## src/rtl/adc_supervisor_pkg.sv

```systemverilog
// Shared state encoding for the ADC fault supervisor.
// The numeric codes are what software reads back from the state port.
package adc_supervisor_pkg;

  typedef enum logic [2:0] {
    IDLE     = 3'd0,
    ARMING   = 3'd1,
    ARMED    = 3'd2,
    TRIPPED  = 3'd3,
    CLEARING = 3'd4,
    LOCKOUT  = 3'd5
  } supervisor_state_t;

  localparam logic [2:0] ST_IDLE     = 3'd0;
  localparam logic [2:0] ST_ARMING   = 3'd1;
  localparam logic [2:0] ST_ARMED    = 3'd2;
  localparam logic [2:0] ST_TRIPPED  = 3'd3;
  localparam logic [2:0] ST_CLEARING = 3'd4;
  localparam logic [2:0] ST_LOCKOUT  = 3'd5;

endpackage

```

## src/rtl/adc_first_fault_encoder.sv

```systemverilog
// Lowest-index one-hot pick of a request vector; combinational.
module adc_first_fault_encoder #(
  parameter int unsigned N_CHANNELS = 4
) (
  input  logic [N_CHANNELS-1:0] request,
  output logic [N_CHANNELS-1:0] first_one_c
);

  // Two's-complement isolate of the least significant set bit.
  assign first_one_c = request & (~request + N_CHANNELS'(1));

endmodule

```

## src/rtl/adc_fault_supervisor.sv

```systemverilog
// Fault protection sequencer for N_CHANNELS ADC channels: arm, trip, clear/holdoff/re-arm, lockout.
// Optional macro FAULT_TIMESTAMP_EN adds a free-running counter captured into fault_timestamp on each trip.
module adc_fault_supervisor
  import adc_supervisor_pkg::*;
#(
  parameter int unsigned N_CHANNELS    = 4,
  parameter int unsigned HOLDOFF_WIDTH = 16,
  parameter int unsigned MAX_RETRIES   = 3
`ifdef FAULT_TIMESTAMP_EN
  ,
  parameter int unsigned TS_WIDTH      = 32
`endif
) (
  input  logic                               clock,
  input  logic                               reset,
  input  logic                               enable,
  input  logic [N_CHANNELS-1:0]              data_in_valid,
  input  logic [N_CHANNELS-1:0]              channel_fault,
  input  logic [N_CHANNELS-1:0]              fault_mask,
  input  logic [HOLDOFF_WIDTH-1:0]           holdoff_cycles,
  input  logic                               clear_request,
  output logic [N_CHANNELS-1:0]              clear_latch,
  output logic [N_CHANNELS-1:0]              channel_disable,
  output logic                               trip,
  output logic [N_CHANNELS-1:0]              first_fault,
  output logic [$clog2(MAX_RETRIES+1)-1:0]   retry_count,
  output logic                               lockout,
  output logic [2:0]                         state
`ifdef FAULT_TIMESTAMP_EN
  ,
  output logic [TS_WIDTH-1:0]                fault_timestamp
`endif
);

  localparam int unsigned RETRY_WIDTH = $clog2(MAX_RETRIES + 1);

  logic [N_CHANNELS-1:0]    active_c;
  logic [N_CHANNELS-1:0]    active_q;
  logic [N_CHANNELS-1:0]    seen;
  logic [HOLDOFF_WIDTH-1:0] holdoff_cnt;
  logic [N_CHANNELS-1:0]    enc_req_c;
  logic [N_CHANNELS-1:0]    enc_pick_c;

  logic [2:0]               state_nxt;
  logic                     trip_nxt;
  logic                     lockout_nxt;
  logic [N_CHANNELS-1:0]    clear_latch_nxt;
  logic [N_CHANNELS-1:0]    channel_disable_nxt;
  logic [N_CHANNELS-1:0]    first_fault_nxt;
  logic [RETRY_WIDTH-1:0]   retry_count_nxt;
  logic [N_CHANNELS-1:0]    seen_nxt;
  logic [HOLDOFF_WIDTH-1:0] holdoff_cnt_nxt;

  assign active_c = channel_fault & ~fault_mask;

  // ARMED trips on the previous-cycle sample; clearing expiry recaptures from the live vector.
  assign enc_req_c = (state == ST_ARMED) ? active_q : active_c;

  adc_first_fault_encoder #(
    .N_CHANNELS (N_CHANNELS)
  ) u_first_fault_encoder (
    .request     (enc_req_c),
    .first_one_c (enc_pick_c)
  );

  // Next-state and next-output decode.
  always_comb begin
    state_nxt           = state;
    trip_nxt            = trip;
    lockout_nxt         = lockout;
    clear_latch_nxt     = '0;
    channel_disable_nxt = channel_disable;
    first_fault_nxt     = first_fault;
    retry_count_nxt     = retry_count;
    seen_nxt            = seen;
    holdoff_cnt_nxt     = holdoff_cnt;

    if (!enable) begin
      state_nxt           = ST_IDLE;
      trip_nxt            = 1'b0;
      lockout_nxt         = 1'b0;
      channel_disable_nxt = '1;
      first_fault_nxt     = '0;
      retry_count_nxt     = '0;
      seen_nxt            = '0;
      holdoff_cnt_nxt     = '0;
    end else begin
      case (state)
        ST_IDLE: begin
          state_nxt           = ST_ARMING;
          channel_disable_nxt = '0;
          seen_nxt            = '0;
        end
        ST_ARMING: begin
          channel_disable_nxt = '0;
          seen_nxt            = seen | data_in_valid;
          if (((seen | fault_mask) == '1) && (active_c == '0)) begin
            state_nxt = ST_ARMED;
          end
        end
        ST_ARMED: begin
          if (active_q != '0) begin
            state_nxt           = ST_TRIPPED;
            trip_nxt            = 1'b1;
            first_fault_nxt     = enc_pick_c;
            channel_disable_nxt = '1;
          end
        end
        ST_TRIPPED: begin
          channel_disable_nxt = '1;
          if (clear_request) begin
            if (retry_count == RETRY_WIDTH'(MAX_RETRIES)) begin
              state_nxt   = ST_LOCKOUT;
              lockout_nxt = 1'b1;
            end else begin
              state_nxt       = ST_CLEARING;
              clear_latch_nxt = '1;
              holdoff_cnt_nxt = (holdoff_cycles == '0) ? HOLDOFF_WIDTH'(1) : holdoff_cycles;
            end
          end
        end
        ST_CLEARING: begin
          if (holdoff_cnt <= HOLDOFF_WIDTH'(1)) begin
            if (retry_count != RETRY_WIDTH'(MAX_RETRIES)) begin
              retry_count_nxt = retry_count + RETRY_WIDTH'(1);
            end
            seen_nxt = '0;
            if (active_c == '0) begin
              state_nxt           = ST_ARMING;
              trip_nxt            = 1'b0;
              first_fault_nxt     = '0;
              channel_disable_nxt = '0;
            end else begin
              state_nxt       = ST_TRIPPED;
              trip_nxt        = 1'b1;
              first_fault_nxt = enc_pick_c;
            end
          end else begin
            holdoff_cnt_nxt = holdoff_cnt - HOLDOFF_WIDTH'(1);
          end
        end
        ST_LOCKOUT: begin
          trip_nxt            = 1'b1;
          lockout_nxt         = 1'b1;
          channel_disable_nxt = '1;
        end
        default: begin
          state_nxt           = ST_IDLE;
          trip_nxt            = 1'b0;
          lockout_nxt         = 1'b0;
          channel_disable_nxt = '1;
        end
      endcase
    end
  end

  always_ff @(posedge clock or posedge reset) begin
    if (reset) begin
      state           <= ST_IDLE;
      trip            <= 1'b0;
      lockout         <= 1'b0;
      clear_latch     <= '0;
      channel_disable <= '1;
      first_fault     <= '0;
      retry_count     <= '0;
      seen            <= '0;
      holdoff_cnt     <= '0;
      active_q        <= '0;
    end else begin
      state           <= state_nxt;
      trip            <= trip_nxt;
      lockout         <= lockout_nxt;
      clear_latch     <= clear_latch_nxt;
      channel_disable <= channel_disable_nxt;
      first_fault     <= first_fault_nxt;
      retry_count     <= retry_count_nxt;
      seen            <= seen_nxt;
      holdoff_cnt     <= holdoff_cnt_nxt;
      active_q        <= active_c;
    end
  end

`ifdef FAULT_TIMESTAMP_EN
  logic [TS_WIDTH-1:0] ts_count;
  logic                ts_capture_c;

  // Every entry into TRIPPED (from ARMED or CLEARING) stamps the free-running count.
  assign ts_capture_c = (state_nxt == ST_TRIPPED) && (state != ST_TRIPPED);

  always_ff @(posedge clock or posedge reset) begin
    if (reset) begin
      ts_count        <= '0;
      fault_timestamp <= '0;
    end else begin
      ts_count <= ts_count + TS_WIDTH'(1);
      if (ts_capture_c) begin
        fault_timestamp <= ts_count;
      end
    end
  end
`endif

endmodule

```

## config.mk

```make
export PLATFORM = sky130hd
export DESIGN_NAME = adc_fault_supervisor
export DESIGN_NICKNAME = d
export VERILOG_FILES = /design/src/rtl/adc_supervisor_pkg.sv /design/src/rtl/adc_first_fault_encoder.sv /design/src/rtl/adc_fault_supervisor.sv
export SDC_FILE = /design/constraint.sdc
export NUM_CORES = 1
export LEC_CHECK = 0
export CELL_PAD_IN_SITES_DETAIL_PLACEMENT = 0
export CELL_PAD_IN_SITES_GLOBAL_PLACEMENT = 1
export CORE_ASPECT_RATIO = 0.6
export CORE_UTILIZATION = 35
export DETAILED_ROUTE_END_ITERATION = 6
export PLACE_DENSITY = 0.85
export SETUP_SLACK_MARGIN = 0.1
export SKIP_LAST_GASP = 1
export SLEW_MARGIN = 5
export SYNTH_ARGS = -nofsm -noshare
export SYNTH_HDL_FRONTEND = slang
export SYNTH_SLANG_ARGS = --single-unit
```

## constraint.sdc

```tcl
create_clock -name clock -period 2 [get_ports clock]
set_input_delay 0.3 -clock clock [delete_from_list [all_inputs] [get_ports clock]]
set_output_delay 0.3 -clock clock [all_outputs]
set_load 0.01 [all_outputs]
```

==> results of run 1 <==
==> cells in the mapped netlist (2+ instances only) <==
cell type  count  area, um2
buf_6          2       22.5
o21a_1         3       22.5
clkbuf_1       7       26.3
nand2b_1       2       12.5
mux2_2         5       56.3
inv_1          6       22.5
nor3_1        12       60.1
ha_1           3       37.5
o2111ai_1      3       26.3
o2bb2ai_1      2       17.5
nand3_1        5       25.0
nor2b_4        2       27.5
o41ai_1        2       17.5
nor2_1        22       82.6
o22ai_1        2       12.5
a21oi_1       20        100
buf_2          3       15.0
a311o_1        2       20.0
clkbuf_8       2       27.5
nor3b_1        3       22.5
and2_1         2       12.5
a21bo_2        2       20.0
or4_1          3       22.5
nor2b_1        2       12.5
o21ai_0       20        100
or3b_1         2       17.5
o31ai_1        4       30.0
or4_4          4       45.0
a21o_1         2       15.0
and3_1         3       18.8
nor4_1         7       43.8
dfrtp_1       36        901
nand2_1       20       75.1
o211ai_1       4       30.0
buf_4          8       60.1
mux2i_1        2       20.0
or2_2          2       12.5
o22a_1         3       26.3
a31oi_1        2       12.5
and2b_2        2       17.5
==> sequential cells by signal, summed over array words and instances, names as in the netlist <==
register and cells:
first_fault 4, state 3, seen 4, clear_latch 1, channel_disable 1, lockout 1
retry_count 2, trip 1, active_q 4, holdoff_cnt 16
==> metrics by stage <==
stage                     TNS [ps]  instance area [um2]  hold WS, ps  utilization, %
after floorplan              -58.8                 2400          364               -
after global placement       -2090                 3290          482            51.8
after detailed placement     -2650                 3290          497            51.8
after CTS                     -514                 3510          456            55.3
after global routing         -1560                 3570          503            56.2
final                         -381                 3570          435            56.2
==> logic make-up (layout without fill, tap and decap cells) <==
logic type,Yosys count,count (layout)
AND/OR/NAND/NOR,104,104
adder cells (fa/ha/maj),3,3
AO/OA/AOI/OAI,84,84
flip-flops,37,37
multiplexers,7,7
XOR/XNOR,1,1
buffers and inverters,28,126
==> worst max-delay path, stage by stage (launching register included) <==
cell and delay (ps):
dfrtp_1 380, inv_2 90, ha_4 160, or3b_4 390
or4_4 470, nor3_4 200, a31oi_1 110, o22a_1 210
==> cells in the final DEF (no fill, tap or decap), types with 3 or more instances in the layout <==
master / instances
nand2_1: 20
or4_4: 6
o211ai_1: 4
nor3_1: 8
o31ai_1: 3
o21ai_1: 4
buf_4: 62
o2111ai_1: 3
nor3_2: 4
clkdlybuf4s50_1: 42
nor2b_4: 3
mux2_2: 5
a21oi_1: 20
o22a_1: 3
dfrtp_1: 35
nor2_1: 21
nand3_1: 5
inv_1: 4
clkbuf_16: 5
dlygate4sd2_1: 6
o21a_1: 3
o21ai_0: 15
and3_1: 3
nor4_1: 5
==> path summary, 6_finish.rpt <==
check,slack (ps),cells after the start,to,from
hold reg to reg,500,2,seen[2],seen[2]
min in group clock,490,3,active_q[1],channel_fault[1]
hold / removal,440,3,active_q[2],reset
setup reg to reg,-120,7,holdoff_cnt[14],holdoff_cnt[1]
max in group asynchronous,1200,3,holdoff_cnt[7],reset
setup / recovery,-120,7,holdoff_cnt[14],holdoff_cnt[1]
==> layer usage <==
metal,global-route usage [%],part of all wire [%]
met4,4.73,0.86
met2,33.8,42
met1,32.9,49
met5,0,0
met3,5.91,8.0
==> what timing repair did <==
item / 4_1_cts / 5_1_grt
gates resized for setup: 28 / 13
setup endpoints to repair: 26 / 30
pin swaps: 8 / 5
setup buffers: 3 / 2
==> power groups by stage <==
stage	Combinational (mW)	Clock, mW	Sequential [mW]
after floorplan	0.227	0	0.855
after global placement	0.474	0	0.857
after detailed placement	0.488	0	0.857
after CTS	0.515	0.783	0.848
after global routing	0.584	0.820	0.860
final	0.543	0.776	0.854
==> layout make-up <==
type / count / area [um2]
fillers: 595 / 2790
multi-input cells: 199 / 1420
repair buffers: 112 / 953
flip-flops and latches: 37 / 928
clock buffers: 5 / 125
well taps: 84 / 105
inverters: 6 / 22.5
clock inverters: 3 / 17.5
==> reports/qor.yml, run 1 <==
status: "finished with violations"
violations: "setup timing"
muxShareOfSynthArea_pct: 3.18
synth-compound-area-share_pct: 23.6
ios: 51
critical_path.max_fanout: 3
drt-vias-per-instance: 5.57
p_int_mw: 1.55
nets: 396
power_density_mw_per_mm2: 608
power.share.sequential_pct: 39.3
synth_fa_ha_area_share_pct: 1.56
synth_edf_count: 0
yosysSeqAreaShare_pct: 38.7
synth_cells: 264
syn_area_per_cell_um2: 9.09
die_x_um: 109
grt_start_max_net_pins: 38
dp_hpwl_um: 5660
pre_cts_ws_ps: -366
die_area_mm2: 0.00720
total_power_mw: 2.17
root_buffer: "clkbuf_16"
num_vias: 2482
rsz0062_at_grt: "true"
cp.arrival_ps: 2290
async_flop_share_pct: 100
maxSlewViolCount: 0
maxCapViolCount: 0
postRouteAntennaNets: 0
first_iter_violations: 159
syn-num-nets: 299
maxSlewHeadroom_pct: 67.7
syn_to_final_growth_pct: 48.9
gr-usage-all-layers_pct: 22.8
antennaDiodeCount: 0
synth_seq_cells: 37
fmax_mhz: 472
yosys.area_share.simple_pct: 25.4
clock_sinks: 37
cts_tree: "yes"
period_needed_ps: 2120
synthDistinctLibCells: 66
rows: 22
crit_path_start_kind: "flip-flop"
finalHoldViolCount: 0
fin_crit_sh_pct: 106
yosys_warnings: 0
synth_area_mm2: 0.00240
worstPathRequired_ps: 2170
ys.flop_type: "dfrtp_1"
postCtsHoldBufs: 0
layout-drive-gt1-share_pct: 32.3
grt_pass1_vias: 2472
overflow: 0
clk_latency_ps: 290
numCtsBuffers: 5
p_switching_mw: 0.625
die_h_um: 66.1
fin_cells: 446
drt-total-wl_um: 7600
worst_pin_slew_ps: 485
setup_violations: 11
gp_congestion: 0.905
fin_ws_ps: -117
power_frac_clock_pct: 35.7
htreeDepth: 2
design.core.area_mm2: 0.00636
ir_drop_uv: 284
wl_per_cell_um: 17.0
synthXorXnorAreaFrac_pct: 0.365
hp-class: "in2async"
power_frac_comb_pct: 25.0
p_sw_share_pct: 28.8
drt_pass1_iterations: 4
clkTransAtPathRegs_ps: 60
p_leak_nw: 1.53
synth_top_family_by_area: "simple AND/OR/NAND/NOR gates"
fin_skew_ps: 5.76
initial_utilization_pct: 37.7
grt_antenna_before_repair: 0
setup.worst_path.class: "reg2reg"
port_buffers: 50
drc: 0
crit_path_end_kind: "flip-flop"
dp_cells: 433
grt_pass1_wl_um: 12400
cts_buffer_depth: 2
Power figures use the tool's default switching activity.
==> inputs of run 2 (changes only) <==
--- a/config.mk
+++ b/config.mk
@@ -5,6 +5,7 @@
 export SDC_FILE = /design/constraint.sdc
 export NUM_CORES = 1
 export LEC_CHECK = 0
+export ABC_CLOCK_PERIOD_IN_PS = 2000
 export CELL_PAD_IN_SITES_DETAIL_PLACEMENT = 0
 export CELL_PAD_IN_SITES_GLOBAL_PLACEMENT = 1
 export CORE_ASPECT_RATIO = 0.6
@@ -12,6 +13,7 @@
 export DETAILED_ROUTE_END_ITERATION = 6
 export PLACE_DENSITY = 0.85
 export SETUP_SLACK_MARGIN = 0.1
+export SKIP_CTS_REPAIR_TIMING = 1
 export SKIP_LAST_GASP = 1
 export SLEW_MARGIN = 5
 export SYNTH_ARGS = -nofsm -noshare
==> run 2 against run 1 <==
Effect of this change: the run still ends with setup timing left; count of clock-buffer cells in the layout unchanged; fmax increased by 1.9%; hold slack got worse by 55 ps; routed wire length increased by 2.1%; register-to-register slack improved by 40 ps; non-clock buffer count increased by 2; clock skew about the same; sequential power about the same.
==> reports/qor.yml, run 2 (synthesis gave the netlist of run 1 again) <==
first_iter_violations: 206
grt_pass1_wl_um: 12000
grt_start_max_net_pins: 38
maxCapViolCount: 0
htreeDepth: 2
regMostFlops: "holdoff_cnt"
worstPathRequired_ps: 2180
gr-usage-all-layers_pct: 22.0
fin_cells: 448
crit_chain: "inv_2, ha_4, or3b_4, or4_4, nor3_4, a31oi_1, o22a_1"
grt_antenna_before_repair: 0
gp_congestion: 0.905
postRouteAntennaNets: 0
r2r_slack_ps: -80
violations: "setup timing"
grt_busiest_layer: "met1"
power.share.sequential_pct: 38.9
root_buffer: "clkbuf_16"
p_switching_mw: 0.640
hold_path_depth: 3
cts_tree: "yes"
power_frac_comb_pct: 25.7
overflow: 0
critPathSlowestCell: "or4_4"
p_int_mw: 1.56
period_needed_ps: 2080
cts_buffer_depth: 2
nets: 398
die_h_um: 66.1
largest_reg_flops: 16
dp_cells: 433
fin_crit_sh_pct: 104
port_buffers: 50
setup_tns_ps: -225
grtUsageMet2_pct: 31.4
fin_skew_ps: 5.67
clk_latency_ps: 290
ir_drop_uv: 289
antennaDiodeCount: 0
cp.arrival_ps: 2250
syn_to_final_growth_pct: 53.8
worst_pin_slew_ps: 480
drc: 0
dp_hpwl_um: 5660
fmax_mhz: 481
rows: 22
post-route-util_pct: 58.0
p_sw_share_pct: 29.1
numCtsBuffers: 5
critical_path.max_fanout: 3
mostFrequentLayoutCells: "buf_4, clkdlybuf4s50_1, dfrtp_1"
rsz0062_at_grt: "true"
clock_sinks: 37
total_power_mw: 2.20
design.core.area_mm2: 0.00636
clkTransAtPathRegs_ps: 60
die_x_um: 109
setup.worst_path.class: "reg2reg"
finalHoldViolCount: 0
power_frac_clock_pct: 35.5
fin_ws_ps: -77.5
use_met1_pct: 32.5
crit_path_start_kind: "flip-flop"
initial_utilization_pct: 37.7
status: "finished with violations"
crit_path_end_kind: "flip-flop"
hp-class: "in2reg"
die_area_mm2: 0.00720
r2r_end: "holdoff_cnt[14]"
maxSlewHeadroom_pct: 68.0
cpPeakStageDelay_ps: 480
ios: 51
drt_pass1_iterations: 5
timing.rr.start: "holdoff_cnt[0]"
layout.cells.most_common: "buf_4"
use_met3_pct: 6.01
maxSlewViolCount: 0
drt-vias-per-instance: 5.53
hold_slack_ps: 381
setup_violations: 10
layout-drive-gt1-share_pct: 34.6
wl_per_cell_um: 17.3
num_vias: 2477
p_leak_nw: 1.62
reg2reg_depth: 7
drt-total-wl_um: 7760
grt_pass1_vias: 2418
power_density_mw_per_mm2: 596
hold_path.startpoint: "channel_fault[1]"
hold_end: "active_q[1]"
## run 2: cell count changes in the layout (fill, tap and decap cells not counted), sizes merged
| cell | change |
|---|---|
| dlymetal6s2s | +8 |
| clkdlybuf4s15 | -1 |
| buf | +1 |
| dlygate4sd2 | -6 |
## run 2: worst max path at each step
stage                     slack, ps               to      startpoint  depth (start not counted)
after floorplan                 -60  holdoff_cnt[14]  holdoff_cnt[0]                          7
after global placement         -320         state[0]   fault_mask[3]                          6
after detailed placement       -370         state[1]   fault_mask[3]                          6
after CTS                      -200  holdoff_cnt[14]  holdoff_cnt[1]                          7
after global routing           -140  holdoff_cnt[14]  holdoff_cnt[1]                          7
final                           -80  holdoff_cnt[14]  holdoff_cnt[0]                          7
## run 2: through the flow
step / setup slack, ps / area, um2
global placement: -320 / 3290
CTS: -203 / 3430
finish: -77.5 / 3690
detailed placement: -366 / 3290
global route: -142 / 3690
floorplan: -58.8 / 2400
## run 2: power by group through the flow
stage	clock network (mW)	logic [mW]	registers, mW
after floorplan	0	0.227	0.855
after global placement	0	0.474	0.857
after detailed placement	0	0.488	0.857
after CTS	0.783	0.491	0.845
after global routing	0.820	0.607	0.861
final	0.781	0.565	0.855
## run 2: cell type report
class | instances | area [um2]
Clock buffer | 5 | 125
Multi-Input combinational cell | 199 | 1470
Timing Repair Buffer | 114 | 1020
Sequential cell | 37 | 928
Tap cell | 84 | 105
Inverter | 6 | 22.5
Fill cell | 583 | 2670
Clock inverter | 3 | 17.5
## run 2: routing by layer
layer  vias to the layer above  share of wire, %
li1                       1177                 -
met1                      1193                50
met2                        96                41
met3                        11               8.0
met4                         0               1.1
met5                         -                 0
## run 2: worst max-delay path: cells and delay by family, from the launching register on
family / cells / cell delay, ps
compound gates: 2 / 320
fa+ha+maj: 1 / 150
simple gates: 3 / 1010
flops: 1 / 410
buf+inv: 1 / 80
==> inputs of run 3 (changes only) <==
--- a/config.mk
+++ b/config.mk
@@ -5,13 +5,14 @@
 export SDC_FILE = /design/constraint.sdc
 export NUM_CORES = 1
 export LEC_CHECK = 0
+export ABC_AREA = 1
 export ABC_CLOCK_PERIOD_IN_PS = 2000
 export CELL_PAD_IN_SITES_DETAIL_PLACEMENT = 0
 export CELL_PAD_IN_SITES_GLOBAL_PLACEMENT = 1
 export CORE_ASPECT_RATIO = 0.6
-export CORE_UTILIZATION = 35
+export CORE_UTILIZATION = 33
 export DETAILED_ROUTE_END_ITERATION = 6
-export PLACE_DENSITY = 0.85
+export PLACE_DENSITY = 0.84
 export SETUP_SLACK_MARGIN = 0.1
 export SKIP_CTS_REPAIR_TIMING = 1
 export SKIP_LAST_GASP = 1
==> run 3 against run 2 <==
Effect of this change: sequential power grew 25%; setup slack improved by 330 ps; combinational power rose by 140%; largest cell class unchanged; the run now ends clean; via count is 3.8% higher; global-route usage fell by 2.8 points; core utilization decreased by 13 points; final area fell by 9.7%; non-clock buffer count shrank 57; die area up 15%.
==> reports/qor.yml, run 3 <==
timing.rr.start: "holdoff_cnt[0]"
drt_pass1_iterations: 5
hp-class: "in2async"
clk_latency_ps: 290
ios: 51
fmax_mhz: 572
place_area_mm2: 0.00317
syn_area_per_cell_um2: 6.82
postRouteAntennaNets: 0
async_flop_share_pct: 100
startpoint: "holdoff_cnt[0]"
p_int_mw: 1.93
largest_reg_flops: 16
power_frac_clock_pct: 25.5
critical_path.max_fanout: 12
fin_crit_sh_pct: 87.4
syn_to_final_growth_pct: 28.2
maxSlewViolCount: 0
reg2reg_depth: 12
setup.worst_path.class: "reg2reg"
port_buffers: 50
p_leak_nw: 1.64
p_sw_share_pct: 39.8
regMostFlops: "holdoff_cnt"
crit_path_start_kind: "flip-flop"
rows: 24
clkTransAtPathRegs_ps: 60
synth_area_mm2: 0.00260
synth_area_leaders: "dfrtp_1, nand2_1, inv_1, nor2_1, nand3_1"
setup_tns_ps: 0
design.core.area_mm2: 0.00745
die_area_mm2: 0.00825
yosys.cell_count.top_type: "nand2_1"
nets: 466
synth_top_area_share_pct: 34.6
dr_wl_met3_um: 635
worst_pin_slew_ps: 511
mostFrequentLayoutCells: "nand2_1, inv_1, clkdlybuf4s50_1"
maxCapViolCount: 0
drt-total-wl_um: 7260
crit_end: "holdoff_cnt[8]"
root_buffer: "clkbuf_16"
overflow: 0
wl_per_cell_um: 13.5
synth_seq_cells: 37
yosysTopAreaCell: "dfrtp_1"
ir_drop_uv: 343
r2r_end: "holdoff_cnt[8]"
p_switching_mw: 1.28
dr_wl_met2_um: 2710
gr-usage-all-layers_pct: 19.2
synth_cells: 381
fillers: 791
htreeDepth: 2
finalHoldViolCount: 0
ys.flop_type: "dfrtp_1"
yosysSeqAreaShare_pct: 35.7
grt_pass1_vias: 2371
synth_edf_count: 0
first_iter_violations: 164
grt_pass1_wl_um: 12200
cts_tree: "yes"
cts_buffer_depth: 2
layout-drive-gt1-share_pct: 11.3
drc: 0
syn-num-nets: 416
topRoutingLayerUsed: "met4"
grt_start_max_net_pins: 38
maxSlewHeadroom_pct: 66.0
dp_hpwl_um: 5580
r2r_slack_ps: 250
design_area_mm2: 0.00333
numCtsBuffers: 5
setup_violations: 0
yosys_warnings: 0
die_h_um: 70.8
period_needed_ps: 1750
initial_utilization_pct: 34.9
wl_met1_um: 3880
gp_congestion: 0.897
num_vias: 2570
layout.cells.most_common: "nand2_1"
status: "complete, no violations"
worstPathRequired_ps: 2170
synthDistinctLibCells: 31
crit_path_end_kind: "flip-flop"
cp.arrival_ps: 1920
drt-vias-per-instance: 4.79
fin_skew_ps: 7.30
power_density_mw_per_mm2: 965
grt_antenna_before_repair: 0
power_frac_comb_pct: 41.3
rsz0062_at_grt: "true"
synthTopCellsByCount: "nand2_1, inv_1, nor2_1"
power.share.sequential_pct: 33.2
clock_sinks: 37
antennaDiodeCount: 0
die_x_um: 117
## run 3: cell type report
| class | count | area (um2) | area share, % |
|---|---|---|---|
| Multi-Input combinational cell | 270 | 1340 | 40.3 |
| Clock inverter | 2 | 13.8 | 0.413 |
| Sequential cell | 37 | 927 | 27.8 |
| Timing Repair Buffer | 57 | 553 | 16.6 |
| Clock buffer | 6 | 139 | 4.17 |
| Tap cell | 104 | 130 | 3.91 |
| Inverter | 60 | 228 | 6.83 |
## run 3: critical path, cell delays in order, from the launching register on
cell,delay (ps)
dfrtp_1,420
inv_2,90
ha_2,200
inv_1,50
nand2_1,60
nand2_1,60
nor2_2,120
nand2_2,70
nand2_2,90
nand2_4,60
buf_4,190
a21oi_1,150
nor2_1,70
## run 3: power by group through the flow
stage                     clock network [mW]  registers, mW  logic (mW)
after floorplan                            0           1.06       0.881
after global placement                     0           1.07        1.29
after detailed placement                   0           1.08        1.30
after CTS                              0.831           1.06        1.31
after global routing                   0.876           1.09        1.49
final                                  0.821           1.07        1.33
## run 3: routing by layer
| metal | vias up | global-route usage, % |
|---|---|---|
| li1 | 1304 | - |
| met1 | 1154 | 31.0 |
| met2 | 104 | 25.8 |
| met3 | 8 | 4.20 |
| met4 | 0 | 3.23 |
| met5 | - | 0 |
## run 3: how the worst min path moves through the flow
| stage | to | startpoint | slack [ps] | cells past startpoint |
|---|---|---|---|---|
| 6_report | clear_latch[2] | reset | 440 | 3 |
| 4_1_cts | lockout | reset | 470 | 3 |
| 3_3_place_gp | lockout | lockout | 470 | 2 |
| 2_1_floorplan | clear_latch[2] | clear_request | 410 | 2 |
| 5_1_grt | lockout | reset | 500 | 3 |
| 3_5_place_dp | first_fault[2] | first_fault[2] | 480 | 2 |
## run 3: per-stage QoR
| stage | instances | total power, mW | hold slack, ps | setup WS, ps | utilization, % |
|---|---|---|---|---|---|
| floorplan | 381 | 1.95 | 406 | 426 | - |
| global placement | 528 | 2.36 | 474 | 182 | 42.6 |
| detailed placement | 528 | 2.38 | 478 | 126 | 42.6 |
| CTS | 536 | 3.20 | 471 | 189 | 44.6 |
| global route | 536 | 3.45 | 496 | 89.4 | 44.7 |
| finish | 536 | 3.21 | 443 | 253 | 44.7 |
## run 3: logic make-up (layout without fill, tap and decap cells)
family | count (synthesis) | count (layout) | synth area share (%)
DFF | 37 | 37 | 35.7
xor gates and xnor gates | 3 | 3 | 1.01
AOI/OAI and AO/OA | 64 | 64 | 13.3
and+or+nand+nor | 200 | 200 | 35.5
adders and majority gates | 3 | 3 | 1.44
buffers and inverters | 74 | 125 | 13.0
